### src/rtl/wb_arbiter.sv
// Two-master, single-slave Wishbone classic arbiter: round-robin, grant held for a whole cyc.
// Optional stall watchdog compiled in with WB_ARB_TIMEOUT_EN.
module wb_arbiter #(
    parameter int TIMEOUT = 255
) (
    input  logic        clk_i,
    input  logic        rst_i,

    input  logic        m0_cyc_i,
    input  logic        m0_stb_i,
    input  logic        m0_we_i,
    input  logic [31:0] m0_adr_i,
    input  logic [3:0]  m0_sel_i,
    input  logic [31:0] m0_dat_i,
    output logic        m0_ack_o,
    output logic        m0_err_o,
    output logic        m0_rty_o,
    output logic [31:0] m0_dat_o,

    input  logic        m1_cyc_i,
    input  logic        m1_stb_i,
    input  logic        m1_we_i,
    input  logic [31:0] m1_adr_i,
    input  logic [3:0]  m1_sel_i,
    input  logic [31:0] m1_dat_i,
    output logic        m1_ack_o,
    output logic        m1_err_o,
    output logic        m1_rty_o,
    output logic [31:0] m1_dat_o,

    output logic        s_cyc_o,
    output logic        s_stb_o,
    output logic        s_we_o,
    output logic [31:0] s_adr_o,
    output logic [3:0]  s_sel_o,
    output logic [31:0] s_dat_o,
    input  logic        s_ack_i,
    input  logic        s_err_i,
    input  logic        s_rty_i,
    input  logic [31:0] s_dat_i
);

    typedef enum logic [1:0] {
        IDLE   = 2'd0,
        GRANT0 = 2'd1,
        GRANT1 = 2'd2
    } state_t;

    if (TIMEOUT < 2 || TIMEOUT > 65535) begin : g_bad_timeout
        $error("wb_arbiter: TIMEOUT must be within 2..65535");
    end

    state_t state, state_nxt;
    logic   last, last_nxt;

    logic        req_cyc, req_stb, req_we;
    logic [31:0] req_adr, req_dat;
    logic [3:0]  req_sel;
    logic        term;
    logic        timeout;

    always_ff @(posedge clk_i) begin
        if (rst_i) begin
            state <= IDLE;
            last  <= 1'b1;
        end else begin
            state <= state_nxt;
            last  <= last_nxt;
        end
    end

    // last names the master served most recently; a tie goes to the other one
    always_comb begin
        state_nxt = state;
        last_nxt  = last;
        case (state)
            IDLE: begin
                if (m0_cyc_i && m1_cyc_i)
                    state_nxt = last ? GRANT0 : GRANT1;
                else if (m0_cyc_i)
                    state_nxt = GRANT0;
                else if (m1_cyc_i)
                    state_nxt = GRANT1;
            end
            GRANT0: begin
                if (!m0_cyc_i) begin
                    last_nxt  = 1'b0;
                    state_nxt = m1_cyc_i ? GRANT1 : IDLE;
                end
            end
            GRANT1: begin
                if (!m1_cyc_i) begin
                    last_nxt  = 1'b1;
                    state_nxt = m0_cyc_i ? GRANT0 : IDLE;
                end
            end
            default: state_nxt = IDLE;
        endcase
    end

    always_comb begin
        req_cyc = 1'b0;
        req_stb = 1'b0;
        req_we  = 1'b0;
        req_adr = '0;
        req_sel = '0;
        req_dat = '0;
        case (state)
            GRANT0: begin
                req_cyc = m0_cyc_i;
                req_stb = m0_stb_i;
                req_we  = m0_we_i;
                req_adr = m0_adr_i;
                req_sel = m0_sel_i;
                req_dat = m0_dat_i;
            end
            GRANT1: begin
                req_cyc = m1_cyc_i;
                req_stb = m1_stb_i;
                req_we  = m1_we_i;
                req_adr = m1_adr_i;
                req_sel = m1_sel_i;
                req_dat = m1_dat_i;
            end
            default: ;
        endcase
    end

    assign term = (state != IDLE) && (s_ack_i || s_err_i || s_rty_i);

`ifdef WB_ARB_TIMEOUT_EN
    localparam logic [15:0] TIMEOUT_W = 16'(TIMEOUT);

    logic [15:0] wdt_cnt;

    // A real slave termination in the timeout cycle wins over the injected error
    assign timeout = req_cyc && req_stb && !term && (wdt_cnt == TIMEOUT_W);

    always_ff @(posedge clk_i) begin
        if (rst_i || term || timeout || !(req_cyc && req_stb))
            wdt_cnt <= '0;
        else
            wdt_cnt <= wdt_cnt + 16'd1;
    end
`else
    assign timeout = 1'b0;
`endif

    assign s_cyc_o = req_cyc && !timeout;
    assign s_stb_o = req_stb && !timeout;
    assign s_we_o  = req_we;
    assign s_adr_o = req_adr;
    assign s_sel_o = req_sel;
    assign s_dat_o = req_dat;

    assign m0_ack_o = (state == GRANT0) && s_ack_i;
    assign m0_err_o = (state == GRANT0) && (s_err_i || timeout);
    assign m0_rty_o = (state == GRANT0) && s_rty_i;
    assign m1_ack_o = (state == GRANT1) && s_ack_i;
    assign m1_err_o = (state == GRANT1) && (s_err_i || timeout);
    assign m1_rty_o = (state == GRANT1) && s_rty_i;

    assign m0_dat_o = s_dat_i;
    assign m1_dat_o = s_dat_i;

endmodule

### config.mk
export PLATFORM = sky130hd
export DESIGN_NAME = wb_arbiter
export DESIGN_NICKNAME = d
export VERILOG_FILES = /design/src/rtl/wb_arbiter.sv
export SDC_FILE = /design/constraint.sdc
export NUM_CORES = 1
export LEC_CHECK = 0
export ABC_AREA = 0
export CORE_AREA = 4 4 121 123
export DETAILED_ROUTE_END_ITERATION = 10
export DIE_AREA = 0 0 125 127
export PLACE_DENSITY_LB_ADDON = 0.08
export REMOVE_ABC_BUFFERS = 1
export SYNTH_ARGS = -nofsm -noshare
export SYNTH_HDL_FRONTEND = slang
export SYNTH_SLANG_ARGS = --single-unit
export TNS_END_PERCENT = 10
### constraint.sdc
create_clock -name clk_i -period 1.75 [get_ports clk_i]
set_clock_uncertainty 0.2 [all_clocks]
set_input_delay 0.525 -clock clk_i [delete_from_list [all_inputs] [get_ports clk_i]]
set_output_delay 0.525 -clock clk_i [all_outputs]
set_load 0.1 [all_outputs]
# [Word level (Yosys, flattened, before mapping)]
# Cells that the tools add are included.
[totals] reg_bits=3 inputBits=179 out_inout_bits=141 word_cells=36
[op_classes] n_eq_ne=5 n_mux=18 n_reduce_logical=11
[op_table] op="$pmux W32 S2" count=2
[op_table] op="$mux W2" count=7
[op_table] op="$pmux W1 S2" count=4
[op_table] op="$pmux W4 S2" count=1
[op_table] op="$logic_and A1 B1 Y1" count=7
[op_table] op="$pmux W2 S3" count=1
[op_table] op="$reduce_and A3 Y1" count=2
[op_table] op="$ne A2 B2 Y1 const B" count=2
[op_table] op="$ne A4 B4 Y1 const B" count=1
[op_table] op="$mux W1" count=3
[op_table] op="$eq A2 B1 Y1 const B" count=1
[op_table] op="$eq A2 B2 Y1 const B" count=1
[op_table] op="$logic_not A2 Y1" count=1
[op_table] op="$reduce_bool A2 Y1" count=1

# [Depth between registers and ports, before layout]
# Gate-level depths: netlist (run 1).
[depth] word_depth=4 mapped_depth=8 mapped_depth_nobuf=6

# [Least setup slack after synthesis (run 1)]
# No wires, ideal clock.
[synth_path] path_kind="register to output" start="register state[0]" end="output s_adr_o[10]" arrival_ns=2.438 t_required_ns=1.025 setup_slack_ns=-1.413 path_stages_with_launch=7 n_path_buf=2 cell_sequence="dfxtp_1 -> inv_1 -> ha_1 -> buf_2 -> clkbuf_1 -> a22oi_1 -> nor2b_1"
[synth_between] elab_chain_len=2
[synth_rtl] element="from (decl)" line="53" source="state_t state, state_nxt;"
[synth_rtl] element="from (signal assigned)" line="67" source="state <= state_nxt;"
[synth_rtl] element="$eq A2 B2 Y1 / $eq A2 B1 Y1 (equally long branches)" line="108" source="case (state)"
[synth_rtl] element="$pmux W32 S2 *" line="108"
[synth_rtl] element="to (decl)" line="34" source="output logic [31:0] s_adr_o,"
# Mark *: on every way between the ends. The rest lies on a longest branch, timed or not.

# [Worst setup path after layout (run 1)]
[layout_path] start="register state[1]" end="output s_adr_o[3]"
# The elaborated chain is that of the path after synthesis.

==> results.md, run 1 <==
* Run status: finished with violations
* Violated checks: negative setup slack
* End of the critical path: s_adr_o[3]
* Setup TNS at -41.92 ns
* Finished Core Util at 41.7%
* CTS Buf Count at 3
* Total gr overflow at 0
* CP dominant cell by count: buf_12
* Final Hold Vio Count at 0
* Max-slew headroom at 85.0%
* Via Count at 2674
* First-pass GRT wire length at 18.3 mm
* Top delay family on crit path: buffers and inverters
* Layout cell share with drive strength beyond 1 at 55.9%
* GR peak layer: met2
* Crit. path cell count at 7
* Antenna violations before repair at 0
* P_leak at 0.00190 uW
* P per Cell Area at 1070 nW/um2
* Crit Path Category: flip-flop to output pin
* IO Port Bufs at 223
* Most frequent cells in the layout: 146 x clkdlybuf4s50_1, 84 x buf_12, 51 x a22oi_2
* Max FO, Critical Path at 8
* Layout area overhead at 206%
* # IOs at 320
* GRT Overall Usage at 15.0%
* Worst Setup SP: state[1]
* Worst-margin pin slew at 0.225 ns
* Mux cell area share after synthesis at 0%
* Die area at 15900 um2
* Met2 Track Usage GR at 21.5%
* Reg area at 65.1 um2
* Crit-path max cell delay at 0.35 ns
* Reg-to-Reg Start: state[0]
* Max-Cap Viols at 0
* Main combinational cell family by area after synthesis: buffers and inverters
* Quantity of hold-fixing buffers added after cts at 0
* Xor/xnor cell area share of the yosys netlist at 0%
* Mean Syn Cell Area at 7.04 um2
* Worst EP arrival at 1.64 ns
* Hold WC Path Type: flip-flop to flip-flop
* Final setup viols at 77
* Critical Path Slowest Stage Cell: dfxtp_4
* Clock Tree Buf Depth at 2
* Largest net degree at the start of global routing at 34
* DRC errors left at 0
* Sequential fraction of the synthesis area at 3.23%
* Flops & latches, synth at 3
* Startpoint types: flip-flop
* Initial core utilization at 13.6%
* H-tree levels at 1
* Vias in the first global route at 2731
* Placement Rows at 43
* Met1 usage at 18.9%
* Post-route ant nets at 0
* Synth Area in Compound Gates at 31.9%
* CTS clk-pin slew, worst paths at 0.03 ns
* Inserted Diodes at 0
* Peak VDD IR at 0.454 mV
* CTS tree: yes
* Simple-Gate Fraction of Synth Area at 29.3%
* Final instance area at 5700 um2
* Post-synthesis cell type count at 21
* Synth Cell Area at 1860 um2
* Flop-to-flop setup slack at 0.02 ns
* Most common cell after layout, fill and taps aside: clkdlybuf4s50_1
* CTS sink cnt at 3
* Die Wd at 125 um
* Footprint of the multi-input gates at 1780 um2
* R2R depth at 7
* Routed WL at 13.6 mm
* Chip height at 127 um
* Placed inst area at 4710 um2
* Core ar. at 13700 um2
* Total iterations of the first detailed-routing run at 4
* Worst Path Required at 1.02 ns
* Fmax at 423 MHz
* Final min period at 2.36 ns
* Crit end category: output pin
* Slew Limit Fails at 0
* WL/cell at 22.0 um
* CP cell instances: buf_6, ha_4, buf_12, clkbuf_16, a22oi_2, nor2b_4, buf_12
* Crit share post-route at 135%
* DR iter-0 viols at 56
* Yosys warns at 0
* Adder-cell share of the synthesized area at 3.36%
* Setup ws final at -0.614 ns
* Hpwl dp at 9.79 mm
* Vias per cell at 4.35
* Met3 GRT Util at 10.5%
* CP bufs+invs at 4
* Total power at 6090 uW
* # fillers at 1371
* Gp weighted congestion at 0.755
* Clock Root Buffer: clkbuf_16
* RSZ-0062 raised after global routing: yes
* Clk_lat worst skew at 0.22 ns
* Final net count at 620
* Gate Count Post-Synth at 264
* R2r endpoint: state[0]
## sequential cells by signal, indices dropped and copies added (netlist names)
| register | flops |
|---|---|
| last | 1 |
| state | 2 |
## cell type report
type	count	area share, %
repair buffers	255	62.1
inverters	2	0.176
multi-input cells	171	31.3
clock buffers	4	1.38
flip-flops and latches	3	1.14
well taps	180	3.95
## cell families after synthesis
| logic type | count (synthesis) |
|---|---|
| AO/OA/AOI/OAI | 80 |
| adder cells (fa/ha/maj) | 5 |
| buffers and inverters | 90 |
| flip-flops | 3 |
| AND/OR/NAND/NOR | 86 |
## timing repair
action | in CTS | in global routing
cloned | 4 | 6
setup endpoints to repair | 79 | 79
gates resized for setup | 100 | 66
setup buffers | 4 | 2
pin swaps | 2 | 5
## synthesized netlist by cell type, drive strengths merged
library cell / n / area, um2
clkbuf: 17 / 63.8
nand2: 1 / 3.75
o21ai: 1 / 5.00
a21boi: 2 / 15.0
nor2: 2 / 7.51
or2: 1 / 6.26
and2: 7 / 43.8
nand3b: 1 / 20.0
nor2b: 72 / 450
ha: 5 / 62.6
o21bai: 1 / 7.51
nand2b: 2 / 12.5
dfxtp: 3 / 60.1
a21oi: 3 / 15.0
a22oi: 71 / 533
buf: 71 / 528
o32ai: 2 / 17.5
inv: 2 / 7.51
## worst min path at each step
stage	endpoint	slack (ns)	cells after the start	from
floorplan	last	0.28	2	last
global placement	last	0.30	2	last
detailed placement	last	0.31	2	last
CTS	last	0.32	2	last
global route	last	0.37	2	last
finish	last	0.32	2	last
## worst reg2reg max path: stages (launching register included)
cell and delay, ns:
dfxtp_2 0.31, buf_6 0.11, ha_4 0.19, buf_12 0.17, a22oi_2 0.18, a21boi_2 0.22, o32ai_1 0.10, nor2b_1 0.13
## power by group
group | switching (uW) | total, uW | internal (uW)
clock network | 60.8 | 361 | 301
logic | 3040 | 5620 | 2580
registers | 14.2 | 103 | 89.0
## routing by layer
| metal | share of wire [%] | vias up |
|---|---|---|
| li1 | - | 1211 |
| met1 | 41 | 1259 |
| met2 | 45 | 196 |
| met3 | 14 | 6 |
| met4 | 0.34 | 2 |
| met5 | 0.46 | - |
## metrics by stage
stage | worst slack (ns) | hold WS, ns | cells
floorplan | -2.41 | 0.283 | 176
global placement | -0.518 | 0.297 | 597
detailed placement | -0.554 | 0.311 | 597
CTS | -0.588 | 0.319 | 609
global route | -0.674 | 0.375 | 615
finish | -0.614 | 0.317 | 615
Power figures use the tool's default switching activity.
==> inputs of run 2 (changes only) <==
--- a/config.mk
+++ b/config.mk
@@ -6,9 +6,9 @@
 export NUM_CORES = 1
 export LEC_CHECK = 0
 export ABC_AREA = 0
-export CORE_AREA = 4 4 121 123
+export CORE_AREA = 4 4 123 125
 export DETAILED_ROUTE_END_ITERATION = 10
-export DIE_AREA = 0 0 125 127
+export DIE_AREA = 0 0 127 129
 export PLACE_DENSITY_LB_ADDON = 0.08
 export REMOVE_ABC_BUFFERS = 1
 export SYNTH_ARGS = -nofsm -noshare
==> constraint.sdc (replaced) <==
create_clock -name clk_i -period 2.95 [get_ports clk_i]
set_clock_uncertainty 0.2 [all_clocks]
set_input_delay 0.885 -clock clk_i [delete_from_list [all_inputs] [get_ports clk_i]]
set_output_delay 0.885 -clock clk_i [all_outputs]
set_load 0.1 [all_outputs]
==> run 2 against run 1 <==
The run now ends clean; non-clock buffer count fell by 23; setup slack better by 0.62 ns; combinational power shrank 53%; global-route usage decreased by 1.6 points; largest power group unchanged; highest routed layer unchanged.
==> results.md, run 2 (synthesized netlist as in run 1, its figures left out) <==
* Vias in the first global route at 2684 (was 2731)
* CTS tree: yes (unchanged)
* Final min period at 2.94 ns
* Vias per cell at 4.26 (was 4.35)
* Crit share post-route at 99.8%
* Total power at 2930 uW (was 6090 uW)
* Inserted Diodes at 0 (unchanged)
* Die Wd at 127 um (was 125 um)
* P per Cell Area at 605 nW/um2 (was 1070 nW/um2)
* Final Hold Vio Count at 0 (unchanged)
* Fmax at 340 MHz
* # fillers at 1465 (was 1371)
* IO Port Bufs at 223 (unchanged)
* Footprint of the multi-input gates at 1340 um2 (was 1780 um2)
* Initial core utilization at 13.4% (was 13.6%)
* Gp weighted congestion at 0.759 (was 0.755)
* Max-slew headroom at 79.3% (was 85.0%)
* CP bufs+invs at 2 (was 4)
* Hpwl dp at 9.65 mm (was 9.79 mm)
* Slew Limit Fails at 0 (unchanged)
* Layout area overhead at 160% (was 206%)
* Core ar. at 13900 um2 (was 13700 um2)
* Setup bufs post-CTS at 0 (was 4)
* Most common cell after layout, fill and taps aside: clkdlybuf4s50_1 (unchanged)
* Placement Rows at 43 (unchanged)
* Post-route ant nets at 0 (unchanged)
* Crit end category: output pin (unchanged)
* Hold path cells at 2 (unchanged)
* Max FO, Critical Path at 1 (was 8)
* Top delay family on crit path: buffers and inverters (unchanged)
* Crit-path max cell delay at 0.46 ns (was 0.35 ns)
* Setup ws final at 0.00696 ns (was -0.614 ns)
* Final instance area at 4840 um2 (was 5700 um2)
* Quantity of hold-fixing buffers added after cts at 0 (unchanged)
* Via Count at 2524 (was 2674)
* Placed inst area at 4620 um2 (was 4710 um2)
* WL/cell at 20.0 um (was 22.0 um)
* Reg area at 60.1 um2 (was 65.1 um2)
* Hold WC Path Type: flip-flop to flip-flop (unchanged)
* R2R depth at 7 (unchanged)
* Final net count at 597 (was 620)
* Clock Root Buffer: clkbuf_16 (unchanged)
* Flip-flop count of the largest register after layout at 2 (unchanged)
* First-pass GRT wire length at 16.8 mm (was 18.3 mm)
* Antenna violations before repair at 0 (unchanged)
* CP cell instances: clkdlybuf4s50_1, a22oi_1, nor2b_1, buf_12 (was buf_6, ha_4, buf_12, clkbuf_16, a22oi_2, nor2b_4, buf_12)
* DR iter-0 viols at 63 (was 56)
* CTS clk-pin slew, worst paths at 0.03 ns (about the same)
* CTS sink cnt at 3 (unchanged)
* Post-Place Worst Slack at -0.0653 ns (was -0.554 ns)
* Clk_lat worst skew at 0.23 ns (was 0.22 ns)
* Crit Path Category: input pin to output pin (was flip-flop to output pin)
* Max-Cap Viols at 0 (unchanged)
* Worst-margin pin slew at 0.311 ns (was 0.225 ns)
* Total iterations of the first detailed-routing run at 4 (unchanged)
* Worst Path Required at 1.87 ns (was 1.02 ns)
* Layout cell share with drive strength beyond 1 at 34.5% (was 55.9%)
* Total gr overflow at 0 (unchanged)
* Critical Path Slowest Stage Cell: clkdlybuf4s50_1 (was dfxtp_4)
* Routed WL at 11.8 mm (was 13.6 mm)
* Run status: complete, no violations (was finished with violations)
* H-tree levels at 1 (unchanged)
* Worst EP arrival at 1.86 ns (was 1.64 ns)
* GRT Overall Usage at 13.3% (was 15.0%)
* Clock Tree Buf Depth at 2 (unchanged)
* # IOs at 320 (unchanged)
* Most frequent cells in the layout: 138 x clkdlybuf4s50_1, 81 x buf_12, 65 x a22oi_1 (was 146 x clkdlybuf4s50_1, 84 x buf_12, 51 x a22oi_2)
* Largest regs: state: 2 flops, last: 1 flops (unchanged)
* Biggest register: state (unchanged)
* Crit. path cell count at 4 (was 7)
* DRC errors left at 0 (unchanged)
* P_leak at 0.00167 uW (was 0.00190 uW)
* Final setup viols at 0 (was 77)
* Startpoint types: input pin (was flip-flop)
* Setup TNS at 0 ns (was -41.92 ns)
* Peak VDD IR at 0.297 mV (was 0.454 mV)
* Largest net degree at the start of global routing at 52 (was 34)
* Die area at 16400 um2 (was 15900 um2)
* Hold slack at 0.330 ns (was 0.317 ns)
* RSZ-0062 raised after global routing: yes (unchanged)
* Chip height at 129 um (was 127 um)
* CTS Buf Count at 3 (unchanged)
-- run 2: cell count changes in the layout (fill, tap and decap cells not counted), moves of 6 or more --
cell	before	now
a22oi_1	20	65
a22oi_2	51	6
and2_1	1	7
and2_4	6	0
buf_6	6	0
clkbuf_16	10	3
clkdlybuf4s50_1	146	138
nor2b_1	11	30
nor2b_4	20	0
-- run 2: layout make-up --
class,instances,area share [%]
tap,180,4.65
inverter,2,0.155
timing repair buffer,232,64.6
multi-input combinational,171,27.7
clock buffer,4,1.63
sequential,3,1.24
-- run 2: per-layer routing --
metal / global-route usage [%] / up-vias / routed length [um]
met5: 8.82 / - / 204
met3: 13.1 / 11 / 2450
met2: 18.9 / 232 / 5070
met4: 1.45 / 6 / 59
met1: 14.1 / 1118 / 4060
li1: - / 1157 / -
-- run 2: tightest hold or removal path, delay by kind of cell, from the launching register on --
| kind | cells | cell delay [ns] |
|---|---|---|
| AO/OA/AOI/OAI | 1 | 0.06 |
| flip-flops | 1 | 0.31 |
| AND/OR/NAND/NOR | 1 | 0.10 |
-- run 2: path summary, 6_finish.rpt --
kind	start	endpoint	slack, ns
setup / recovery	m1_adr_i[29]	s_adr_o[29]	0.007
hold / removal	last	last	0.33
setup reg to reg	state[1]	state[0]	0.99
hold reg to reg	last	last	0.33
-- run 2: through the flow --
step,instances,utilization (%)
floorplan,176,-
global placement,588,33.3
finish,592,34.9
global route,592,34.9
detailed placement,588,33.3
CTS,592,34.1
-- run 2: what timing repair did --
item	4_1_cts	5_1_grt
pin swaps	2	1
endpoints found under the hold margin	0	0
resized for setup	18	38
endpoints found under the setup margin	19	58
-- run 2: power breakdown --
group,internal (uW),switching [uW],total (uW)
clock network,179,40.9,220
logic,1080,1570,2650
registers,50.4,8.39,58.8
total,1310,1620,2930
==> inputs of run 3 (changes only) <==
--- a/config.mk
+++ b/config.mk
@@ -9,6 +9,7 @@
 export CORE_AREA = 4 4 123 125
 export DETAILED_ROUTE_END_ITERATION = 10
 export DIE_AREA = 0 0 127 129
+export GPL_ROUTABILITY_DRIVEN = 0
 export PLACE_DENSITY_LB_ADDON = 0.08
 export REMOVE_ABC_BUFFERS = 1
 export SYNTH_ARGS = -nofsm -noshare
==> results of run 3 <==
Final layout, timing and power as in run 2 (identical DEF).
